`src/rtl/ram_pkg.sv`:
```
// Shared definitions for the dual-port RAM: sequencer state encoding,
// default geometry and a small address range helper.
package ram_pkg;

    localparam int D_WIDTH_DEF = 8;
    localparam int A_WIDTH_DEF = 3;

    typedef enum logic {
        INIT  = 1'b0,
        READY = 1'b1
    } state_t;

    // True when addr names an existing word of a depth-entry array.
    function automatic logic addr_in_range(input int unsigned addr, input int unsigned depth);
        return addr < depth;
    endfunction

endpackage

```
`src/rtl/ram_init_ctrl.sv`:
```
// Power-up clearing sequencer: walks addresses 0..DEPTH-1 writing zero,
// one word per cycle, holding busy high until the last word is cleared.
module ram_init_ctrl
    import ram_pkg::*;
#(
    parameter int A_WIDTH = A_WIDTH_DEF,
    parameter int DEPTH   = 2 ** A_WIDTH
) (
    input  logic               clk,
    input  logic               rst_n,
    output logic               busy,
    output logic               clr_en,
    output logic [A_WIDTH-1:0] clr_addr
);

    localparam logic [A_WIDTH-1:0] LAST = A_WIDTH'(DEPTH - 1);

    state_t             state_q, state_d;
    logic [A_WIDTH-1:0] cnt_q, cnt_d;

    // State and clear pointer; reset always restarts clearing from word 0.
    always_ff @(posedge clk) begin
        if (!rst_n) begin
            state_q <= INIT;
            cnt_q   <= '0;
        end else begin
            state_q <= state_d;
            cnt_q   <= cnt_d;
        end
    end

    // Next state: advance the pointer each INIT cycle, leave after the last word.
    always_comb begin
        state_d = state_q;
        cnt_d   = cnt_q;
        clr_en  = 1'b0;
        busy    = 1'b0;
        unique case (state_q)
            INIT: begin
                busy   = 1'b1;
                clr_en = 1'b1;
                if (cnt_q == LAST) begin
                    state_d = READY;
                    cnt_d   = '0;
                end else begin
                    cnt_d = cnt_q + 1'b1;
                end
            end
            READY: begin
                busy = 1'b0;
            end
            default: begin
                state_d = INIT;
                cnt_d   = '0;
            end
        endcase
    end

    assign clr_addr = cnt_q;

endmodule

```
`src/rtl/ram_dp.sv`:
```
// Simple dual-port RAM (one write port, one registered read port) with
// self-clearing after reset and out-of-range address detection.
// Optional macro RAM_BYPASS_EN: same-cycle same-address read returns the
// incoming write data (write-first); otherwise the old contents (read-first).
module ram_dp
    import ram_pkg::*;
#(
    parameter int D_WIDTH = D_WIDTH_DEF,
    parameter int A_WIDTH = A_WIDTH_DEF,
    parameter int DEPTH   = 2 ** A_WIDTH
) (
    input  logic               clk,
    input  logic               rst_n,
    input  logic               wr_en,
    input  logic [A_WIDTH-1:0] wr_addr,
    input  logic [D_WIDTH-1:0] wr_data,
    input  logic               rd_en,
    input  logic [A_WIDTH-1:0] rd_addr,
    output logic [D_WIDTH-1:0] rd_data,
    output logic               rd_valid,
    output logic               rd_err,
    output logic               busy
);

    // Index width sized to the real array so short arrays index cleanly.
    localparam int IW = (DEPTH > 1) ? $clog2(DEPTH) : 1;

    logic [D_WIDTH-1:0] mem [DEPTH];

    logic               clr_en;
    logic [A_WIDTH-1:0] clr_addr;
    logic               wr_hit, rd_hit, wr_ok, rd_ok;
    logic               mem_we;
    logic [IW-1:0]      mem_waddr;
    logic [D_WIDTH-1:0] mem_wdata;
    logic [D_WIDTH-1:0] rd_word;

    ram_init_ctrl #(
        .A_WIDTH (A_WIDTH),
        .DEPTH   (DEPTH)
    ) u_init (
        .clk      (clk),
        .rst_n    (rst_n),
        .busy     (busy),
        .clr_en   (clr_en),
        .clr_addr (clr_addr)
    );

    assign wr_hit = addr_in_range(32'(wr_addr), 32'(DEPTH));
    assign rd_hit = addr_in_range(32'(rd_addr), 32'(DEPTH));

    // User requests only count once clearing is done and reset is released.
    assign wr_ok = rst_n && !busy && wr_en && wr_hit;
    assign rd_ok = !busy && rd_en;

    // Single memory write port shared by the clearing sequencer and users.
    always_comb begin
        mem_we    = 1'b0;
        mem_waddr = '0;
        mem_wdata = '0;
        if (rst_n && clr_en) begin
            mem_we    = 1'b1;
            mem_waddr = clr_addr[IW-1:0];
        end else if (wr_ok) begin
            mem_we    = 1'b1;
            mem_waddr = wr_addr[IW-1:0];
            mem_wdata = wr_data;
        end
    end

    // Storage array; contents are defined only by the clearing pass, never by reset.
    always_ff @(posedge clk) begin
        if (mem_we) begin
            mem[mem_waddr] <= mem_wdata;
        end
    end

    // Read word selection; out-of-range reads return zero.
    always_comb begin
        rd_word = '0;
        if (rd_hit) begin
            rd_word = mem[rd_addr[IW-1:0]];
`ifdef RAM_BYPASS_EN
            if (wr_ok && (wr_addr == rd_addr)) begin
                rd_word = wr_data;
            end
`endif
        end
    end

    // Registered read port; data holds when idle, reset drops any pending result.
    always_ff @(posedge clk) begin
        if (!rst_n) begin
            rd_data  <= '0;
            rd_valid <= 1'b0;
            rd_err   <= 1'b0;
        end else if (rd_ok) begin
            rd_data  <= rd_word;
            rd_valid <= 1'b1;
            rd_err   <= !rd_hit;
        end else begin
            rd_valid <= 1'b0;
            rd_err   <= 1'b0;
        end
    end

endmodule

```
`config.mk`:
```
export PLATFORM = sky130hd
export DESIGN_NAME = ram_dp
export DESIGN_NICKNAME = d
export VERILOG_FILES = /design/src/rtl/ram_pkg.sv /design/src/rtl/ram_init_ctrl.sv /design/src/rtl/ram_dp.sv
export SDC_FILE = /design/constraint.sdc
export NUM_CORES = 1
export LEC_CHECK = 0
export ABC_CLOCK_PERIOD_IN_PS = 2800
export CORE_UTILIZATION = 40
export CTS_CLUSTER_SIZE = 10
export DETAILED_ROUTE_END_ITERATION = 12
export DONT_BUFFER_PORTS = 1
export PLACE_DENSITY = 0.52
export SETUP_SLACK_MARGIN = 0.1
export SLEW_MARGIN = 40
export SYNTH_ARGS = -nofsm -noshare
export SYNTH_HDL_FRONTEND = slang
export SYNTH_SLANG_ARGS = --single-unit
```
`constraint.sdc`:
```
create_clock -name clk -period 2.8 [get_ports clk]
set_clock_uncertainty 0.05 [all_clocks]
set_input_delay 0.7 -clock clk [delete_from_list [all_inputs] [get_ports clk]]
set_output_delay 0.7 -clock clk [all_outputs]
set_load 0.01 [all_outputs]
```
==> reports/qor.txt, run 1 <==
RSZ-0062 raised after global routing -> false
Worst Hold Depth -> 1
maximum VDD drop -> 0.0002961 V
switch share -> 0.1938
synth unique cells -> 30
outcome -> finished, final reports clean
TritonCTS Buffers -> 9
Initial Utilization -> 0.4105
clock share of power -> 0.408
cts hold-fix bufs -> 0
crit path DAT -> 2.05 ns
total wire length -> 6105 µm
largest fanout on the critical path -> 16
placed wire-length estimate -> 4266 µm
Total Routing Usage GR -> 0.1625
Sw Pwr -> 0.4407 mW
PwrDens -> 660.9 mW/mm²
Ys Warns -> 0
Min Hold Slack -> 0.4386 ns
Avg WL per Cell -> 18.90 µm
Bufs on Longest Clock Path -> 2
DP Worst Slack -> 0.5582 ns
die area -> 0.008248 mm²
DRC Markers -> 0
layout cells sized above 1 -> 0.1086
Worst Setup End Kind -> flip-flop
Syn Inst Count -> 213
Syn Area/Cell -> 14.81 µm²
Routed Antenna Nets -> 0
register area share after synthesis -> 0.6915
Slew Limit Headroom -> 0.5285
overall power -> 2.274 mW
Fin. Hold Viols -> 0
measured slew at the worst slew-check pin -> 0.7047 ns
area post-placement -> 0.003206 mm²
Die X -> 90.82 µm
combinational power share -> 0.036
Post-synth EDFFs -> 64
# Post-CTS Setup Buffers -> 0
Layout Nets -> 236
Clock Latency Late Sink -> 0.34 ns
pin count of the biggest net entering global routing -> 33
#FFs+latches synth -> 77
initial antenna violation count -> 0
Post-CTS Resized -> 0
core area -> 0.007687 mm²
Internal -> 1.833 mW
Slew Limit Fails -> 0
Lkg Pwr -> 1.157 nW
crit path launch type -> flip-flop
Starting DRT DRC Count -> 61
Worst setup startpoint -> u_init.state_q$_SDFF_PN0_
largest area contributor in the netlist -> edfxtp_1
async set-reset flop share out of synthesis -> 0
Finished Cell Area -> 0.003441 mm²
final setup fails -> 0
Root Driver -> clkbuf_8
clock slew seen by the registers of the worst setup and hold paths -> 0.07 ns
clock sink total -> 77
chip height -> 90.82 µm
DRT Pass-1 Iters -> 4
max-cap check violation count -> 0
fill count -> 689
detailed-route via count -> 1674
clock tree from TritonCTS -> yes
grt ovf -> 0
vias in the first global route -> 1712
CP required -> 2.72 ns
synth top area cells -> edfxtp_1 (61%), mux2i_1 (10%), dfxtp_1 (8.2%)
Hold Path Class -> in2reg
Rows -> 32
cell count of the worst reg-to-reg path -> 4
Mapped Area -> 0.003156 mm²
maximum clock rate -> 471.0 MHz
PortBufs -> 0
H-tree levels -> 3
first-pass GRT wire length -> 9528 µm
Syn Nets -> 233
CP Class -> reg2reg
I/O pins -> 29
RR Startpoint -> u_init.state_q$_SDFF_PN0_
routability congestion estimate -> 0.7797
Synth Flop Type -> edfxtp_1
Final WS setup -> 0.6771 ns
diode count -> 0
DR vias/cell -> 5.183
final period utilization -> 0.7582
Worst Hold Launch -> rst_n
setup TNS -> 0 ns
area share of the largest cell type after synthesis -> 0.6090
synth-to-layout area growth -> 9.040%
minimum clock period -> 2.123 ns
sequential power share -> 0.556
## state kept, by name, indices dropped and copies added, names as in the netlist
name / flops
rd_valid: 1
u_init.clr_addr: 3
rd_data: 8
mem: 64
u_init.state_q: 1
## cells in the final DEF (no fill, tap or decap), types with 2 or more instances in the layout
cell type	n
edfxtp_1	64
mux2i_1	33
a22oi_1	17
nor2_1	14
dfxtp_1	13
and2_1	10
clkbuf_8	10
a21oi_1	9
nor2b_1	8
o21ai_0	8
nand2_1	5
and3_1	4
buf_4	4
nor3_1	3
inv_1	2
nor3_2	2
ha_1	2
inv_4	2
clkbuf_16	2
## power groups by stage
stage / registers [mW] / clock network [mW] / logic [mW]
2_1_floorplan: 1.29 / 0 / 0.0884
3_5_place_dp: 1.29 / 0 / 0.0825
6_report: 1.27 / 0.927 / 0.0820
3_3_place_gp: 1.29 / 0 / 0.0793
5_1_grt: 1.27 / 1.00 / 0.0891
4_1_cts: 1.27 / 0.952 / 0.0826
## worst paths after layout
kind	slack [ns]	to
worst max-delay path	0.68	mem[4][1]$_DFFE_PP_
worst min-delay path	0.44	u_init.state_q$_SDFF_PN0_
worst max register to register	0.68	mem[4][1]$_DFFE_PP_
worst min register to register	0.53	u_init.clr_addr[2]$_SDFFE_PN0N_
## layer usage
layer,part of all wire,vias up,track usage,routed length (µm)
li1,-,805,-,-
met5,0,-,0,0
met2,0.50,33,0.2551,3026
met4,0.0098,0,0.06878,60
met1,0.45,830,0.2106,2752
met3,0.043,6,0.04714,265
## final cells by class
| class | instances | area (µm²) | share of cell area |
|---|---|---|---|
| Clock buffer | 12 | 187.7 | 0.05455 |
| Clock inverter | 4 | 47.55 | 0.01382 |
| Inverter | 2 | 7.507 | 0.002182 |
| Multi-Input combinational cell | 122 | 858.3 | 0.2495 |
| Sequential cell | 77 | 2182 | 0.6342 |
| Tap cell | 102 | 127.6 | 0.03709 |
| Timing Repair Buffer | 4 | 30.03 | 0.008727 |
## per-stage QoR
step,util,cells
2_1_floorplan,-,213
3_3_place_gp,0.4170,307
3_5_place_dp,0.4170,307
4_1_cts,0.4476,323
5_1_grt,0.4476,323
6_report,0.4476,323
## worst max-delay path, stage by stage (launching register included)
cell     delay (ns)
dfxtp_1        0.61
nor2b_1        0.11
o21ai_2        0.31
nand2_1        0.12
nor2_1         0.55
## Yosys cell counts, types with 2 or more instances
cell / count
nor3_1: 3
ha_1: 2
nor2_1: 14
inv_1: 2
o21ai_0: 8
clkbuf_1: 2
and2_1: 10
mux2i_1: 33
a22oi_1: 17
buf_12: 2
buf_2: 2
and3_1: 4
a21oi_1: 9
nor2b_1: 8
dfxtp_1: 13
buf_4: 2
edfxtp_1: 64
nor3_2: 2
nand2_1: 5
## kinds of logic (layout without fill, tap and decap cells)
logic type,count (synthesis),after routing,share of synthesized area
flip-flops,77,77,0.6915
multiplexers,33,33,0.1047
AO/OA/AOI/OAI,39,39,0.07891
adder cells (fa/ha/maj),2,2,0.007929
other,1,1,0.001188
buffers and inverters,14,22,0.03648
AND/OR/NAND/NOR,47,47,0.07930
Note: power is estimated with default switching activity, not from simulation.
==> run 2, diff against run 1 <==
--- a/config.mk
+++ b/config.mk
@@ -5,7 +5,7 @@
 export SDC_FILE = /design/constraint.sdc
 export NUM_CORES = 1
 export LEC_CHECK = 0
-export ABC_CLOCK_PERIOD_IN_PS = 2800
+export ABC_CLOCK_PERIOD_IN_PS = 2090
 export CORE_UTILIZATION = 40
 export CTS_CLUSTER_SIZE = 10
 export DETAILED_ROUTE_END_ITERATION = 12
==> constraint.sdc (replaced) <==
create_clock -name clk -period 2.09 [get_ports clk]
set_clock_uncertainty 0.05 [all_clocks]
set_input_delay 0.5225 -clock clk [delete_from_list [all_inputs] [get_ports clk]]
set_output_delay 0.5225 -clock clk [all_outputs]
set_load 0.01 [all_outputs]
==> reports/qor.txt, run 2 (same netlist as run 1, synthesis figures left out) <==
outcome -> finished, final reports clean
fill count -> 708
Rows -> 32
commonest non-fill, non-tap cell in the layout -> edfxtp_1
cts hold-fix bufs -> 0
clock share of power -> 0.367
setup TNS -> 0 ns
crit path DAT -> 1.81 ns
PwrDens -> 829.8 mW/mm²
Die X -> 90.82 µm
pin count of the biggest net entering global routing -> 33
Post-CTS Resized -> 0
routability congestion estimate -> 0.7414
placed wire-length estimate -> 4116 µm
largest fanout on the critical path -> 16
area occupied by multi-input gates -> 858.3 µm²
Worst Hold Depth -> 1
Internal -> 2.242 mW
synth-to-layout area growth -> 9.437%
Layout Nets -> 243
die area -> 0.008248 mm²
layout cells sized above 1 -> 0.1360
first-pass GRT wire length -> 9618 µm
PortBufs -> 0
Avg WL per Cell -> 18.02 µm
Routed Antenna Nets -> 0
crit path launch type -> flip-flop
r2r setup slk -> 0.27 ns
final setup fails -> 0
H-tree levels -> 3
sequential power share -> 0.591
clock tree from TritonCTS -> yes
maximum clock rate -> 549.5 MHz
initial antenna violation count -> 0
Worst Setup End Kind -> flip-flop
CP required -> 2.08 ns
final core occ -> 0.4492
Reg with most FFs -> mem
Root Driver -> clkbuf_8
Sw Pwr -> 0.6234 mW
most frequent cells in the layout -> edfxtp_1 (64), mux2i_1 (33), a22oi_1 (17)
max FFs per register -> 64
Slew Limit Fails -> 0
grt ovf -> 0
TritonCTS Buffers -> 9
Fin. Hold Viols -> 0
Starting DRT DRC Count -> 69
Lkg Pwr -> 1.164 nW
max-cap check violation count -> 0
DRT Pass-1 Iters -> 6
placed insts -> 314
final period utilization -> 0.8707
Clock Latency Late Sink -> 0.34 ns
I/O pins -> 29
combinational power share -> 0.042
final cell count without fillers -> 330
RSZ-0062 raised after global routing -> false
Initial Utilization -> 0.4105
core area -> 0.007687 mm²
DRC Markers -> 0
Hold Path Class -> in2reg
total wire length -> 5945 µm
clock sink total -> 77
switch share -> 0.2175
maximum VDD drop -> 0.0004458 V
Total Routing Usage GR -> 0.1623
# Post-CTS Setup Buffers -> 0
DR vias/cell -> 5.203
clock slew seen by the registers of the worst setup and hold paths -> 0.08 ns
diode count -> 0
minimum clock period -> 1.820 ns
vias in the first global route -> 1828
detailed-route via count -> 1717
Bufs on Longest Clock Path -> 2
FF+latch area -> 0.002182 mm²
chip height -> 90.82 µm
CP Class -> reg2reg
cell count of the worst reg-to-reg path -> 5
run 2: changes by cell type in the layout (fill, tap and decap cells not counted), sizes merged:
cell / change
inv: -2
clkinv: +3
bufinv: -1
buf: +7
clkinvlp: +2
clkbuf: -2
run 2: final timing paths:
kind,from,end
worst min register to register,u_init.clr_addr[1]$_SDFFE_PN0N_,u_init.clr_addr[1]$_SDFFE_PN0N_
worst min-delay path,rst_n,u_init.clr_addr[1]$_SDFFE_PN0N_
worst max register to register,u_init.state_q$_SDFF_PN0_,mem[2][3]$_DFFE_PP_
worst max-delay path,u_init.state_q$_SDFF_PN0_,mem[2][3]$_DFFE_PP_
run 2: power groups by stage:
| stage | clock network, mW | registers [mW] | logic (mW) |
|---|---|---|---|
| floorplan | 0 | 1.72 | 0.118 |
| global placement | 0 | 1.73 | 0.117 |
| detailed placement | 0 | 1.73 | 0.121 |
| CTS | 1.08 | 1.69 | 0.122 |
| global route | 1.14 | 1.70 | 0.134 |
| finish | 1.05 | 1.69 | 0.120 |
run 2: final cells by class:
| class | count | area share |
|---|---|---|
| clock buffer | 10 | 0.04312 |
| clock inverter | 6 | 0.01341 |
| inverter | 2 | 0.002174 |
| multi-input combinational | 122 | 0.2486 |
| sequential | 77 | 0.6319 |
| tap | 102 | 0.03696 |
| timing repair buffer | 11 | 0.02391 |
run 2: critical path, stage by stage (launching register included):
cell	delay, ns
dfxtp_1	0.61
nand2_1	0.13
o22ai_1	0.13
nand2_1	0.14
nor3_1	0.21
buf_4	0.24
run 2: stage by stage:
| stage | power, mW | hold WS (ns) | instance area (µm²) | worst slack, ns |
|---|---|---|---|---|
| 5_1_grt | 2.976 | 0.2651 | 3453 | 0.1428 |
| 3_3_place_gp | 1.844 | 0.4844 | 3258 | 0.3144 |
| 3_5_place_dp | 1.851 | 0.5115 | 3258 | 0.2618 |
| 2_1_floorplan | 1.843 | 0.4573 | 3156 | 0.1247 |
| 6_report | 2.866 | 0.2564 | 3453 | 0.2703 |
| 4_1_cts | 2.898 | 0.2411 | 3453 | 0.2345 |
run 2: per-layer routing:
metal / vias up / part of all wire / track usage
li1: 823 / - / -
met1: 846 / 0.45 / 0.1999
met2: 35 / 0.49 / 0.2658
met3: 13 / 0.034 / 0.03114
met4: 0 / 0.026 / 0.09524
met5: - / 0 / 0
==> run 3, diff against run 2 <==
--- a/config.mk
+++ b/config.mk
@@ -6,6 +6,7 @@
 export NUM_CORES = 1
 export LEC_CHECK = 0
 export ABC_CLOCK_PERIOD_IN_PS = 2090
+export CORE_MARGIN = 4
 export CORE_UTILIZATION = 40
 export CTS_CLUSTER_SIZE = 10
 export DETAILED_ROUTE_END_ITERATION = 12
==> reports/qor.txt, run 3 (same netlist as run 1, synthesis figures left out) <==
Starting DRT DRC Count -> 111
DRT Pass-1 Iters -> 4
CP delay by family, top -> flip-flops
total wire length -> 6304 µm
Rows -> 32
final cell count without fillers -> 334
Initial Utilization -> 0.4105
Reg with most FFs -> mem
CP required -> 2.09 ns
Min Hold Slack -> 0.2652 ns
TritonCTS Buffers -> 9
maximum VDD drop -> 0.0004597 V
Worst Setup End Kind -> flip-flop
final period utilization -> 0.7899
Die X -> 96.82 µm
Total Routing Usage GR -> 0.1421
# Post-CTS Setup Buffers -> 0
PwrDens -> 801.0 mW/mm²
most frequent cells in the layout -> edfxtp_1 (64), mux2i_1 (33), a22oi_1 (17)
DP Worst Slack -> 0.2688 ns
clock slew seen by the registers of the worst setup and hold paths -> 0.07 ns
die area -> 0.009374 mm²
max FFs per register -> 64
Hold Path Class -> in2reg
Avg WL per Cell -> 18.87 µm
routability congestion estimate -> 0.7901
Finished Cell Area -> 0.003456 mm²
final setup fails -> 0
RSZ-0062 raised after global routing -> false
Bufs on Longest Clock Path -> 2
core area -> 0.007687 mm²
CP Class -> reg2reg
diode count -> 0
maximum clock rate -> 605.7 MHz
area post-placement -> 0.003288 mm²
layout cells sized above 1 -> 0.1466
Lkg Pwr -> 1.177 nW
detailed-route via count -> 1705
commonest non-fill, non-tap cell in the layout -> edfxtp_1
first-pass GRT wire length -> 9929 µm
setup TNS -> 0 ns
Clock Latency Late Sink -> 0.34 ns
placed wire-length estimate -> 4400 µm
Post-CTS Resized -> 0
Worst Path Buf+Inv -> 1
max-cap check violation count -> 0
DR vias/cell -> 5.105
synth-to-layout area growth -> 9.516%
DRC Markers -> 0
Layout Nets -> 247
Root Driver -> clkbuf_8
critical-path cell list -> nor2b_1, o21ai_2, nand2_1, nor2_1, buf_4
cts hold-fix bufs -> 0
largest fanout on the critical path -> 16
vias in the first global route -> 1773
minimum clock period -> 1.651 ns
CP max stage delay -> 0.49 ns
Final WS setup -> 0.4390 ns
clock sink total -> 77
Routed Antenna Nets -> 0
Slew Limit Fails -> 0
crit path launch type -> flip-flop
initial antenna violation count -> 0
overall power -> 2.768 mW
clock tree from TritonCTS -> yes
pin count of the biggest net entering global routing -> 33
final core occ -> 0.4495
H-tree levels -> 3
I/O pins -> 29
Fin. Hold Viols -> 0
crit path DAT -> 1.65 ns
placed insts -> 318
grt ovf -> 0
chip height -> 96.82 µm
outcome -> finished, final reports clean
PortBufs -> 0
slowest CP cell -> dfxtp_2
[run 3: cell types whose count changed in the layout (fill, tap and decap cells not counted)]
cell	previous run	this run
buf_4	11	15
clkinv_4	3	1
clkbuf_1	0	1
clkbuf_16	1	0
clkinv_1	0	1
clkinv_2	1	2
clkinvlp_4	2	1
dfxtp_1	13	12
dfxtp_2	0	1
inv_6	0	1
[run 3: worst reg2reg max path, delay by kind of cell (launching register included)]
| kind | cells | cell delay (ns) |
|---|---|---|
| compound gates | 1 | 0.29 |
| simple gates | 3 | 0.35 |
| flops | 1 | 0.49 |
| buf+inv | 1 | 0.19 |
[run 3: final timing paths]
check,depth (start not counted),slack [ns],startpoint,end
worst max-delay path,5,0.44,u_init.state_q$_SDFF_PN0_,mem[1][3]$_DFFE_PP_
worst min-delay path,1,0.27,rst_n,u_init.clr_addr[0]$_SDFFE_PN0N_
worst max register to register,5,0.44,u_init.state_q$_SDFF_PN0_,mem[1][3]$_DFFE_PP_
worst min register to register,2,0.54,rd_data[0]$_SDFFE_PN0P_,rd_data[0]$_SDFFE_PN0P_
[run 3: per-layer routing]
metal	up-vias	track usage	wire length [µm]
met1	842	0.1774	2780
met5	-	0	0
met4	0	0.05076	108
met3	7	0.04975	271
li1	825	-	-
met2	31	0.2288	3143
[run 3: where the power goes]
group | leakage, nW | internal (mW) | switching, mW
sequential | 0.627 | 1.68 | 0.0135
combinational | 0.466 | 0.0563 | 0.0648
clock | 0.0841 | 0.429 | 0.524
[run 3: final cells by class]
class	count	area, µm²
clock inverters	6	38.79
fillers	709	4232
clock buffers	10	127.6
multi-input cells	122	858.3
well taps	102	127.6
flip-flops and latches	77	2183
repair buffers	15	112.6
inverters	2	7.507
